## src/rtl/rv32i_fetch_pkg.sv

```systemverilog
// Shared definitions for the RV32I instruction fetch stage.
package rv32i_fetch_pkg;

    localparam int unsigned INSTR_W        = 32;
    localparam int unsigned DEFAULT_ADDR_W = 12;

    localparam logic [DEFAULT_ADDR_W-1:0] DEFAULT_RESET_PC = '0;
    localparam logic [INSTR_W-1:0]        RV32I_NOP        = 32'h0000_0013;

    // Prefetch FIFO entry at the default address width.
    typedef struct packed {
        logic [INSTR_W-1:0]        instr;
        logic [DEFAULT_ADDR_W-1:0] pc;
    } fetch_entry_t;

endpackage

```

## src/rtl/fetch_fifo.sv

```systemverilog
// Prefetch FIFO: circular buffer with synchronous flush and same-cycle push/pop.
module fetch_fifo #(
    parameter int unsigned WIDTH = 44,
    parameter int unsigned DEPTH = 2,
    localparam int unsigned CNT_W = $clog2(DEPTH + 1)
) (
    input  logic             clk,
    input  logic             rst_n,
    input  logic             push,
    input  logic [WIDTH-1:0] push_data,
    input  logic             pop,
    input  logic             flush,
    output logic [CNT_W-1:0] count,
    output logic [WIDTH-1:0] head,
    output logic             valid
);

    localparam int unsigned PTR_W = (DEPTH > 1) ? $clog2(DEPTH) : 1;

    logic [WIDTH-1:0] mem [DEPTH];
    logic [PTR_W-1:0] rd_ptr;
    logic [PTR_W-1:0] wr_ptr;
    logic             do_push;
    logic             do_pop;

    function automatic logic [PTR_W-1:0] next_ptr(input logic [PTR_W-1:0] p);
        return (p == PTR_W'(DEPTH - 1)) ? '0 : p + PTR_W'(1);
    endfunction

    // A full FIFO still accepts a push when the head leaves in the same cycle.
    always_comb begin
        do_pop  = pop & (count != '0);
        do_push = push & ((count != CNT_W'(DEPTH)) | do_pop);
    end

    always_ff @(posedge clk or negedge rst_n) begin
        if (!rst_n) begin
            rd_ptr <= '0;
            wr_ptr <= '0;
            count  <= '0;
        end else if (flush) begin
            rd_ptr <= '0;
            wr_ptr <= '0;
            count  <= '0;
        end else begin
            if (do_pop) begin
                rd_ptr <= next_ptr(rd_ptr);
            end
            if (do_push) begin
                wr_ptr <= next_ptr(wr_ptr);
            end
            case ({do_push, do_pop})
                2'b10:   count <= count + CNT_W'(1);
                2'b01:   count <= count - CNT_W'(1);
                default: count <= count;
            endcase
        end
    end

    always_ff @(posedge clk) begin
        if (do_push && !flush) begin
            mem[wr_ptr] <= push_data;
        end
    end

    always_comb begin
        head  = mem[rd_ptr];
        valid = (count != '0);
    end

endmodule

```

## src/rtl/fetch_unit.sv

```systemverilog
// Instruction fetch stage: owns the fetch PC, tracks one outstanding ROM read
// and feeds a prefetch FIFO that the consumer drains over valid/ready.
module fetch_unit
    import rv32i_fetch_pkg::*;
#(
    parameter int unsigned       ADDR_W   = DEFAULT_ADDR_W,
    parameter int unsigned       DEPTH    = 2,
    parameter logic [ADDR_W-1:0] RESET_PC = ADDR_W'(DEFAULT_RESET_PC)
) (
    input  logic              clk,
    input  logic              rst,
    output logic [ADDR_W-1:0] o_rom_addr,
    input  logic [31:0]       i_rom_inst,
    output logic              o_valid,
    output logic [31:0]       o_instr,
    output logic [ADDR_W-1:0] o_pc,
    input  logic              i_ready,
    input  logic              i_redirect,
    input  logic [ADDR_W-1:0] i_redirect_pc
);

    localparam int unsigned CNT_W   = $clog2(DEPTH + 1);
    localparam int unsigned OCC_W   = CNT_W + 1;
    localparam int unsigned ENTRY_W = INSTR_W + ADDR_W;

    logic [ADDR_W-1:0]  fetch_pc;
    logic [ADDR_W-1:0]  inflight_pc;
    logic               inflight_v;
    logic [ADDR_W-1:0]  target_pc;
    logic [CNT_W-1:0]   count;
    logic [ENTRY_W-1:0] head;
    logic               fifo_valid;
    logic               pop;
    logic               push;
    logic               issue;
    logic [OCC_W-1:0]   occupancy;

    // Issue only if every slot (queued + outstanding - leaving) still fits.
    always_comb begin
        target_pc  = i_redirect_pc & ~ADDR_W'(3);
        pop        = fifo_valid & i_ready & ~i_redirect;
        push       = inflight_v & ~i_redirect;
        occupancy  = OCC_W'(count) + OCC_W'(inflight_v) - OCC_W'(pop);
        issue      = i_redirect | (occupancy < OCC_W'(DEPTH));
        o_rom_addr = i_redirect ? target_pc : fetch_pc;
    end

    always_ff @(posedge clk or negedge rst) begin
        if (!rst) begin
            fetch_pc    <= RESET_PC;
            inflight_v  <= 1'b0;
            inflight_pc <= '0;
        end else if (i_redirect) begin
            fetch_pc    <= target_pc + ADDR_W'(4);
            inflight_v  <= 1'b1;
            inflight_pc <= target_pc;
        end else if (issue) begin
            fetch_pc    <= fetch_pc + ADDR_W'(4);
            inflight_v  <= 1'b1;
            inflight_pc <= fetch_pc;
        end else begin
            inflight_v  <= 1'b0;
        end
    end

    fetch_fifo #(
        .WIDTH (ENTRY_W),
        .DEPTH (DEPTH)
    ) u_fifo (
        .clk       (clk),
        .rst_n     (rst),
        .push      (push),
        .push_data ({i_rom_inst, inflight_pc}),
        .pop       (pop),
        .flush     (i_redirect),
        .count     (count),
        .head      (head),
        .valid     (fifo_valid)
    );

    // Empty FIFO presents a NOP at PC 0.
    always_comb begin
        o_valid = fifo_valid;
        o_instr = fifo_valid ? head[ENTRY_W-1 -: INSTR_W] : RV32I_NOP;
        o_pc    = fifo_valid ? head[ADDR_W-1:0] : '0;
    end

endmodule
```

## config.mk

```make
export PLATFORM = sky130hd
export DESIGN_NAME = fetch_unit
export DESIGN_NICKNAME = d
export VERILOG_FILES = /design/src/rtl/rv32i_fetch_pkg.sv /design/src/rtl/fetch_fifo.sv /design/src/rtl/fetch_unit.sv
export SDC_FILE = /design/constraint.sdc
export NUM_CORES = 1
export LEC_CHECK = 0
export CAP_MARGIN = 0
export CORE_MARGIN = 2
export CORE_UTILIZATION = 30
export DETAILED_ROUTE_END_ITERATION = 7
export PLACE_DENSITY = 0.52
export SETUP_SLACK_MARGIN = 0.3
export SYNTH_ARGS = -nofsm -noshare
export SYNTH_HDL_FRONTEND = slang
export SYNTH_SLANG_ARGS = --single-unit
export TNS_END_PERCENT = 1
```

## constraint.sdc

```tcl
create_clock -name clk -period 4.4 [get_ports clk]
set_clock_uncertainty 0.15 [all_clocks]
set_input_delay 1.1 -clock clk [delete_from_list [all_inputs] [get_ports clk]]
set_output_delay 1.1 -clock clk [all_outputs]
set_load 0.03 [all_outputs]
```

* Word level (Yosys, flattened, before mapping)
Memories as Yosys holds them, arrays and structs flattened. Cells that the tools add are included.
Storage, ports and cells: flip-flop bits (word level) 29, latch bits 0, memory bits (writable) 88, bits in read-only memories 0, output and inout port bits 57, logic and storage cells 53, memories kept 1
Memory list:
- u_fifo.mem | words 2, width 44, rd ports 1, clocked after memory_dff 0, wr ports 1, line fetch_fifo.sv:20 | logic [WIDTH-1:0] mem [DEPTH];
Operators by class: $add $sub $neg 8, multiply operators 0, div/mod/pow operators 0, magnitude comparators 1, eq/ne operators 3, shift operators 0, muxes and demuxes 19, bitwise operators 8, reductions and logical operators 7
Operators by type and width (number):
- $mux 12 | 6
- $mux 32 | 1
- $add 12x3->12 const B | 2
- $mux 1 | 10
- $reduce_bool 2->1 | 4
- $and 1x1->1 | 5
- $pmux 2 s2 | 1
- $add 2x1->3 | 1
- $lt 3x2->1 const B | 1
- $reduce_bool 3->1 | 1
- $sub 3x1->3 | 1
- $add 1x1->1 const B | 2
- $add 2x1->2 const B | 1
- $eq 2x1->1 const B | 1
- $eq 2x2->1 const B | 1
- $mux 2 | 1
- $ne 2x2->1 const B | 1
- $or 1x1->1 | 2
- $sub 2x1->2 const B | 1
- $logic_and 1x1->1 | 1
- $logic_not 1->1 | 1
- $not 1->1 | 1

* Logic depth before layout (Yosys ltp)
depth after elaboration 9, mapped depth 13, gate-level depth less buffers 12

* Cells and area by module
From an unflattened synthesis, not the netlist that was laid out.
Unflattened totals: cell total of the unflattened synthesis 336, area, all modules 4918.5 um^2
Modules (own cells, without submodules):
- fetch_fifo | times used 1, cells an instance 163, area an instance 3415.8 um^2, seq. area each 2742.6 um^2
- fetch_unit | times used 1, cells an instance 173, area an instance 1502.7 um^2, seq. area each 525.5 um^2

* Worst setup path before layout
OpenSTA, ideal clock, no wires.
path type input to register, start point input i_redirect, end point memory u_fifo.mem[1][10] (enable), data arrival time 4.508 ns, slack -0.760 ns, cell stages on the path 3, buffers on the path 2, cells stage by stage buf_6 -> buf_2 -> nor3b_1
Between the ends: longest elaborated chain between the ends 8, elaborated cells on any way between the ends 10, those cells by class mux (2); bitwise (6); reduce/logical (2)
RTL lines:
- start: declaration | line fetch_unit.sv:18 | input logic i_redirect,
- $not 1->1 | line fetch_unit.sv:41, fetch_unit.sv:42
- $and 1x1->1 | line fetch_unit.sv:41 | pop = fifo_valid & i_ready & ~i_redirect;
- $and 1x1->1 | line fetch_fifo.sv:32 | do_pop = pop & (count != '0);
- $or 1x1->1 | line fetch_fifo.sv:33 | do_push = push & ((count != CNT_W'(DEPTH)) | do_pop);
- $and 1x1->1 | line fetch_fifo.sv:33
- $logic_and 1x1->1 * | line fetch_fifo.sv:61 | if (do_push && !flush) begin
- $mux 1 * | line fetch_fifo.sv:61
- $mux 1 (not written as such) * | line fetch_fifo.sv:62 | mem[wr_ptr] <= push_data;
- end: declaration | line fetch_fifo.sv:20
Mark *: on every way between the ends. The rest lies on a longest branch, timed or not.

* Worst setup path after layout
start point input i_redirect, end point output o_rom_addr[5]
Between the ends: longest elaborated chain between the ends 1
RTL lines:
- $mux 12 | line fetch_unit.sv:45 | o_rom_addr = i_redirect ? target_pc : fetch_pc;
- end: declaration | line fetch_unit.sv:12 | output logic [ADDR_W-1:0] o_rom_addr,
No other way between the ends.

==> impl_metrics.csv <==
group,metric,value,unit
power,power_leakage,2.17,nW
sta,hold_viol_final,0,
sta,setup_viol,0,
final_layout,nNetsFinal,482,
synth,synth_top_area_cell,"edfxtp_1",
clock_network,clk_latency,350,ps
sta,whs,328,ps
floorplanning,die_h,128,um
clock_network,tritoncts.num_buffers,9,
grt,grt_max_degree,41,
clock_network,cts.clk_slew.worst_paths,70,ps
detailed_routing,routed_wl,9500,um
grt,grt_pass1_vias,2802,
synth,ys.flop_type,"edfxtp_1",
clock_network,cts_setup_buffers,0,
placed_design,port_buffers,98,
grt,grt_first_pass_wirelength,14900,um
final_layout,antenna_cells,0,
power,power.density,643,mW/mm2
detailed_routing,drt_iter0_markers,225,
detailed_routing,antenna_left,0,
grt,globalRouteOverflowTotal,0,
sta,drv_slew,0,
sta,relSlewSlack,58.0,%
clock_network,htree_num_levels,3,
detailed_routing,vias,2851,
final_layout,drive_gt1_share,10.1,%
floorplanning,rows,45,
synth,synth-edff-count,84,
sta,worstMarginPinSlew,623,ps
floorplanning,coreArea,0.0151,mm2
clock_network,cts.sinks,109,
floorplanning,die_w,128,um
run_status,status,"finished clean",
placed_design,dp_hpwl,6160,um
clock_network,root_buffer,"clkbuf_16",
synth,synth-async-reset-ratio,22.9,%
synth,postSynthAreaPerCell,14.1,um2
clock_network,cts_resized,0,
setup_path,cp_data_arrival_time,2810,ps
clock_network,clk_path_buf_depth,2,
synth,yosysWarnings,0,
setup_path,reg2regPathDepth,12,
grt,grt_usage,12.1,%
power,peakVddDrop,225,uV
detailed_routing,vias_per_cell,4.57,
floorplanning,start_util,30.5,%
floorplanning,ios,105,
detailed_routing,first_pass_iters,4,
setup_path,cp-end-kind,"output pin",
sta,finalCritPeriodShare,92.2,%
floorplanning,dieArea,0.0163,mm2
synth,ys_seq_elements,109,
synth,syn_inst,326,
sta,rsz0062_at_grt,"no",
detailed_routing,wire_per_inst,15.2,um
final_layout,area_delta_synth_final,32.8,%
final_layout,n_fill_cell,1447,
final_layout,post-route-util,40.5,%
setup_path,path_max_fanout,28,
synth,synth_top_area_share,54.9,%
sta,layout_min_cycle_time,4060,ps
setup_path,criticalPathCategory,"primary input to output pin",
setup_path,crit_path_start_kind,"primary input",
synth,ys_top_cells_by_area,"edfxtp_1, dfrtp_1, mux2i_1",
synth,synth-seq-area-share,68.5,%
detailed_routing,drc,0,
grt,antenna_found_initial,0,
worst_hold_path,min_path_cells,0,
synth,ys_types,39,
setup_path,cp.required,3150,ps
clock_network,cts_tree,"built",
synth,synth_area,0.00460,mm2
sta,fmax,246,MHz
job,drv_cap,0,
placed_design,place_congestion,0.773,
worst_hold_path,hold_class,"flop to flop",
clock_network,cts_hold_buf,0,
power,total_power,3.92,mW
## flip-flops by register name, summed over array words and instances, names as in the netlist
| name | count |
|---|---|
| fetch_pc | 10 |
| inflight_pc | 10 |
| inflight_v | 1 |
| u_fifo.count | 2 |
| u_fifo.mem | 84 |
| u_fifo.rd_ptr | 1 |
| u_fifo.wr_ptr | 1 |
## cells by family after synthesis
family	Yosys count	share of synthesized area (%)
other cells	1	0.0816
mux	52	11.5
compound gates	24	3.81
buf+inv	25	3.21
fa+ha+maj	3	0.980
simple gates	104	10.4
flops	109	68.5
xor+xnor	8	1.52
## synth_stat cells (all sizes together), types with 2 or more instances
library cell and n:
edfxtp 84, nor2 68, mux2i 45, dfrtp 25, buf 15, nand2 14, a21oi 9, mux2 7
inv 6, nand3 6, xnor2 6, clkbuf 4, nand2b 3, nand4 3, nand4b 3, o21ai 3
a221oi 2, ha 2, nand3b 2, nor3 2, o21a 2, o221a 2, xor2 2
## worst max-delay path, cell delays in order
cell,delay [ps]
clkdlybuf4s50_1,500
buf_12,200
mux2_2,390
clkdlybuf4s50_1,610
## routing by layer
metal | routed length, um | track usage [%]
met2 | 4310 | 18.7
met5 | 0 | 0
met4 | 179 | 5.43
met1 | 4600 | 16.0
met3 | 418 | 3.17
## final timing paths
check,start,end,slack (ps)
hold reg to reg,inflight_pc[4],u_fifo.mem[0][4],330
hold / removal,inflight_pc[4],u_fifo.mem[0][4],330
setup / recovery,i_redirect,o_rom_addr[5],340
setup reg to reg,u_fifo.count[1],fetch_pc[9],1440
max in group asynchronous,rst,u_fifo.rd_ptr,2850
min in group asynchronous,rst,fetch_pc[5],960
## cells in the final DEF, fill, tap and decap left out, types with 4 or more instances in the layout
cell	count
dfrtp_1	24
clkdlybuf4s50_1	97
inv_1	5
conb_1	4
nand2_1	14
clkbuf_16	9
nor2_1	67
buf_4	11
edfxtp_1	84
xnor2_1	6
nand3_1	6
mux2i_1	45
a21oi_1	8
mux2_2	7
## report_power, final
| part | internal (mW) | switching (mW) |
|---|---|---|
| logic | 0.636 | 0.938 |
| clock network | 0.382 | 0.359 |
| registers | 1.45 | 0.161 |
## stage by stage
stage               setup TNS, ps  area [um2]  instances  setup WS, ps
floorplan                  -23800        4610        329          -567
global placement                0        5840        608           345
detailed placement              0        5840        608           337
CTS                             0        6100        624           336
global route                    0        6100        624           301
finish                          0        6100        624           343
## area by class of cell
class	instances	area, um2	area share (%)
sequential	109	3150	51.6
multi-input combinational	195	1340	21.9
timing repair buffer	110	1090	17.9
tap	188	235	3.85
clock buffer	10	229	3.75
clock inverter	6	37.5	0.615
inverter	6	22.5	0.369
Power figures use the tool's default switching activity.
